===== config.mk =====
export PLATFORM = sky130hd
export DESIGN_NAME = srl_fifo_ctrl
export DESIGN_NICKNAME = d
export VERILOG_FILES = /design/src/rtl/srl_fifo_pkg.sv /design/src/rtl/srl_fifo_shiftreg.sv /design/src/rtl/srl_fifo_ctrl.sv
export SDC_FILE = /design/constraint.sdc
export NUM_CORES = 1
export LEC_CHECK = 0
export ABC_AREA = 1
export ABC_CLOCK_PERIOD_IN_PS = 2700
export BUFFER_PORTS_ARGS = -buffer_cell sky130_fd_sc_hd__buf_2
export CAP_MARGIN = 40
export CORE_UTILIZATION = 58
export CTS_CLUSTER_SIZE = 8
export DETAILED_ROUTE_END_ITERATION = 6
export PLACE_DENSITY = 0.77
export SYNTH_ARGS = -nofsm -noshare
export SYNTH_HDL_FRONTEND = slang
export SYNTH_SLANG_ARGS = --single-unit

===== constraint.sdc =====
create_clock -name clk -period 2.7 [get_ports clk]
set_input_delay 0.54 -clock clk [delete_from_list [all_inputs] [get_ports clk]]
set_output_delay 0.54 -clock clk [all_outputs]
set_load 0.005 [all_outputs]

===== src/rtl/srl_fifo_pkg.sv =====
// Shared helpers for the SRL FIFO controller: ceiling log2 and the occupancy counter width.
package srl_fifo_pkg;

    function automatic int clog2(input int value);
        int result;
        result = 0;
        while ((1 << result) < value) begin
            result++;
        end
        return result;
    endfunction

    // Counter needs one extra bit so that DEPTH itself (up to 2^ADDR_WIDTH) is representable.
    function automatic int count_width(input int addr_width);
        return addr_width + 1;
    endfunction

endpackage


===== src/rtl/srl_fifo_shiftreg.sv =====
// Pure SRL storage: shifts din into slot 0 on we and reads slot[addr] combinationally.
module srl_fifo_shiftreg
    import srl_fifo_pkg::*;
#(
    parameter int DATA_WIDTH = 1,
    parameter int ADDR_WIDTH = 4,
    parameter int DEPTH      = 11
) (
    input  logic                  clk,
    input  logic                  we,
    input  logic [ADDR_WIDTH-1:0] addr,
    input  logic [DATA_WIDTH-1:0] din,
    output logic [DATA_WIDTH-1:0] dout
);

    logic [DATA_WIDTH-1:0] slot [DEPTH];

    always_ff @(posedge clk) begin
        if (we) begin
            slot[0] <= din;
            for (int i = DEPTH - 1; i > 0; i--) begin
                slot[i] <= slot[i-1];
            end
        end
    end

    // Addresses beyond DEPTH only occur when the FIFO is empty, where dout is don't-care.
    always_comb begin
        dout = '0;
        if (int'(addr) < DEPTH) begin
            dout = slot[addr];
        end
    end

endmodule


===== src/rtl/srl_fifo_ctrl.sv =====
// Shift-register FIFO controller: occupancy count, read address, registered full/empty flags.
// Optional macro SRL_FIFO_OCC_EN exposes if_num_data_valid and if_fifo_cap.
module srl_fifo_ctrl
    import srl_fifo_pkg::*;
#(
    parameter int DATA_WIDTH = 1,
    parameter int ADDR_WIDTH = 4,
    parameter int DEPTH      = 11
) (
    input  logic                  clk,
    input  logic                  reset,
    input  logic                  if_write,
    input  logic [DATA_WIDTH-1:0] if_din,
    output logic                  if_full_n,
    input  logic                  if_read,
    output logic [DATA_WIDTH-1:0] if_dout,
`ifdef SRL_FIFO_OCC_EN
    output logic                  if_empty_n,
    output logic [ADDR_WIDTH:0]   if_num_data_valid,
    output logic [ADDR_WIDTH:0]   if_fifo_cap
`else
    output logic                  if_empty_n
`endif
);

    localparam int CNT_W = count_width(ADDR_WIDTH);

    logic [CNT_W-1:0]      count_q, count_d;
    logic                  empty_n_q, empty_n_d;
    logic                  full_n_q, full_n_d;
    logic                  wr_en, rd_en;
    logic [CNT_W-1:0]      addr_wide;
    logic [ADDR_WIDTH-1:0] addr;

    // Requests during the reset cycle are dropped so storage never shifts under reset.
    always_comb begin
        wr_en     = if_write & full_n_q & ~reset;
        rd_en     = if_read & empty_n_q & ~reset;
        count_d   = count_q;
        case ({wr_en, rd_en})
            2'b10:   count_d = count_q + CNT_W'(1);
            2'b01:   count_d = count_q - CNT_W'(1);
            default: count_d = count_q;
        endcase
        empty_n_d = (count_d != '0);
        full_n_d  = (count_d != CNT_W'(DEPTH));
        addr_wide = count_q - CNT_W'(1);
        addr      = addr_wide[ADDR_WIDTH-1:0];
    end

    always_ff @(posedge clk) begin
        if (reset) begin
            count_q   <= '0;
            empty_n_q <= 1'b0;
            full_n_q  <= 1'b1;
        end else begin
            count_q   <= count_d;
            empty_n_q <= empty_n_d;
            full_n_q  <= full_n_d;
        end
    end

    srl_fifo_shiftreg #(
        .DATA_WIDTH (DATA_WIDTH),
        .ADDR_WIDTH (ADDR_WIDTH),
        .DEPTH      (DEPTH)
    ) u_storage (
        .clk  (clk),
        .we   (wr_en),
        .addr (addr),
        .din  (if_din),
        .dout (if_dout)
    );

    assign if_full_n  = full_n_q;
    assign if_empty_n = empty_n_q;

`ifdef SRL_FIFO_OCC_EN
    assign if_num_data_valid = count_q;
    assign if_fifo_cap       = (ADDR_WIDTH + 1)'(DEPTH);
`endif

endmodule


==> impl_metrics.tcl <==
set metrics [dict create \
    synthesis.nets 124 \
    post-dp-hpwl_um 1320 \
    finalCritPeriodShare 0.903 \
    grt_remaining_overflow 0 \
    end_kind "output pin" \
    irDropWorstVdd_uv 465 \
    antenna_cells 0 \
    final-hold-violation-count 0 \
    hold_path_depth 1 \
    yosys_warnings 0 \
    ys_ff_latch 18 \
    post_layout_net_count 135 \
    rows 14 \
    via_count_of_the_first_global_routing_pass 725 \
    drcViolationCount 0 \
    combPwrFrac 0.171 \
    clk-insertion-delay-late_ns 0.29 \
    max-clock-path-buffers 2 \
    cts_hold_repair_buffers 0 \
    seqPwrFrac 0.583 \
    synth_area_per_cell_um2 8.67 \
    routed-via-count 776 \
    wl_um 1810 \
    cts_tree "done" \
    placeableCoreArea_um2 1540 \
    synthDistinctLibCells 25 \
    synth.area.top_cells "edfxtp_1, dfxtp_1, nand2_1" \
    power_leakage_nw 0.477 \
    postRouteAntennaNets 0 \
    grt_antenna_before_repair 0 \
    edff_count_synth 11 \
    post_synthesis_sequential_area_ratio 0.476 \
    dieArea_um2 1870 \
    setup_tns_ns 0 \
    netlist_area_before_placement_um2 988 \
    number_of_optimization_iterations_in_the_first_detailed_route_pass 4 \
    headroom_to_the_max_slew_limit 0.644 \
    detailedRoute.firstIterationViolations 31 \
    h_tree_depth 1 \
    postCtsSetupBuffers 0 \
    timing.hold.worst.start "if_din" \
    finClkSkew_ns 0.00391 \
    vias_per_cell 5.54 \
    timing.reg2reg.setup_slack_ns 1.01 \
    met2_length_um 845 \
    switchingPower_mw 0.145 \
    io_pins 8 \
    synth_largest_type_area_fraction 0.334 \
    hold_removal_path_class "in2reg" \
    cap_viol_max_count 0 \
    power_frac_clock 0.247 \
    wl_met1_um 871 \
    setup.worst_path.start "count_q[1]$_SDFF_PP0_" \
    switching_share 0.269 \
    wire_per_inst_um 12.9 \
    tritoncts_sinks 18 \
    setup_violations 0 \
    p_int_mw 0.393 \
    cp.arrival_ns 1.90 \
    synthDominantAreaCellType "edfxtp_1" \
    finalWeightedCongestion 0.769 \
    rsz0062_at_grt "no" \
    most_common_cell_in_the_netlist "nand2_1" \
    floorplan.initialDensity 0.641 \
    global_route.usage.total 0.230 \
    dieHeight_um 43.3 \
    rr_worst_depth 10 \
    top_signal_layer_used "met4" \
    grt_pass1_wl_um 3200 \
    worst-setup-path-type "reg2out" \
    setup_crit_start_kind "flip-flop" \
    areaGrowthSynthToFinish_pct 7.22 \
    filler_cell_count 117 \
    multi_input_comb_area_um2 455 \
    worstHoldEndpoint "u_storage.slot[0]$_DFFE_PP_" \
    cp.required_ns 2.16 \
    grt_start_max_net_pins 12 \
    synthCells 114 \
    die_w_um 43.3 \
    worstReg2RegEnd "if_empty_n$_SDFF_PP0_" \
    fmax_mhz 410 \
    powerDensity_nw_per_um2 507 \
    hold-worst-slack_ns 0.430 \
    synth_top_flop_cell "edfxtp_1" \
    min_period_ns 2.44 \
    status "finished clean" \
    async_flop_share 0 \
    tightest_slew_ns 0.533 \
    critical_path_peak_fanout 6 \
    clkTransAtPathRegs_ns 0.10 \
    final_layout_size_suffix_gt1_frac 0.177 \
    port-buffer-count 7 \
    timing.rr.start "count_q[1]$_SDFF_PP0_" \
    synth_top_cells_by_count "nand2_1, nor2_1, nand3_1, edfxtp_1, o21ai_0" \
    cts_buffers 3 \
    routed_wl_met3_um 75 \
    cts_root_buffer "clkbuf_4" \
    timing_max_transition_violations_final 0 \
    seq_area_um2 472 \
]
[routing by layer]
metal | global-route usage | vias up
li1 | - | 399
met1 | 0.320 | 350
met2 | 0.358 | 25
met3 | 0.0426 | 2
met4 | 0.0848 | 0
met5 | 0 | -
[flip-flops by register name, indices dropped and copies added (netlist names)]
signal          cells
if_empty_n          1
u_storage.slot     11
if_full_n           1
count_q             5
[area by class of cell]
cell class                 count  share of cell area
clock buffer                   3              0.0213
clock inverter                 1             0.00354
inverter                      11              0.0413
multi-input combinational     83               0.430
sequential                    18               0.445
tap                           16              0.0189
timing repair buffer           8              0.0401
[layout by cell type (no fill, tap or decap), types with 2 or more instances in the layout]
cell,count
dfxtp_1,6
clkbuf_4,3
nand2_1,23
nand2_2,3
inv_1,8
buf_2,7
o21ai_0,9
nand3_1,12
nor2_1,16
inv_2,2
edfxtp_1,11
a21oi_1,3
nand4_1,2
ha_1,5
[worst max-delay path by stage]
| stage | end | slack (ns) | cells after the start |
|---|---|---|---|
| after floorplan | if_dout | 0.83 | 8 |
| after global placement | if_dout | 0.62 | 8 |
| after detailed placement | if_dout | 0.52 | 8 |
| after CTS | if_dout | 0.19 | 8 |
| after global routing | if_dout | 0.11 | 8 |
| final | if_dout | 0.26 | 8 |
[worst max-delay path, cell delays in order, from the launching register on]
cell and delay (ns):
dfxtp_1 0.48, inv_1 0.11, ha_1 0.36, nor2_1 0.14, o21ai_0 0.10, o211ai_1 0.09
o21ai_1 0.09, a21oi_1 0.12, buf_2 0.12
[timing repair]
| item | CTS | global route |
|---|---|---|
| resized for setup | 0 | 1 |
| hold endpoints to repair | 0 | 0 |
| endpoints found under the setup margin | 0 | 1 |
[stage by stage]
stage          std cells  setup WS (ns)  instance area, um2  power [mW]   util
2_1_floorplan        114          0.831                 988       0.386      -
3_3_place_gp         136          0.616                1030       0.406  0.670
3_5_place_dp         136          0.519                1030       0.410  0.670
4_1_cts              140          0.192                1060       0.539  0.687
5_1_grt              140          0.105                1060       0.568  0.688
6_report             140          0.263                1060       0.537  0.688
[kinds of logic after synthesis]
family | share of synthesized area
AOI/OAI and AO/OA | 0.0949
xor gates and xnor gates | 0.0279
adders and majority gates | 0.0633
buffers and inverters | 0.0633
DFF | 0.476
and+or+nand+nor | 0.275
[power by group through the flow]
stage	registers (mW)	logic (mW)	clock network [mW]
finish	0.313	0.0918	0.133
global route	0.315	0.106	0.147
CTS	0.313	0.0917	0.135
detailed placement	0.319	0.0909	0
global placement	0.319	0.0874	0
floorplan	0.315	0.0711	0
Note: power is estimated with default switching activity, not from simulation.
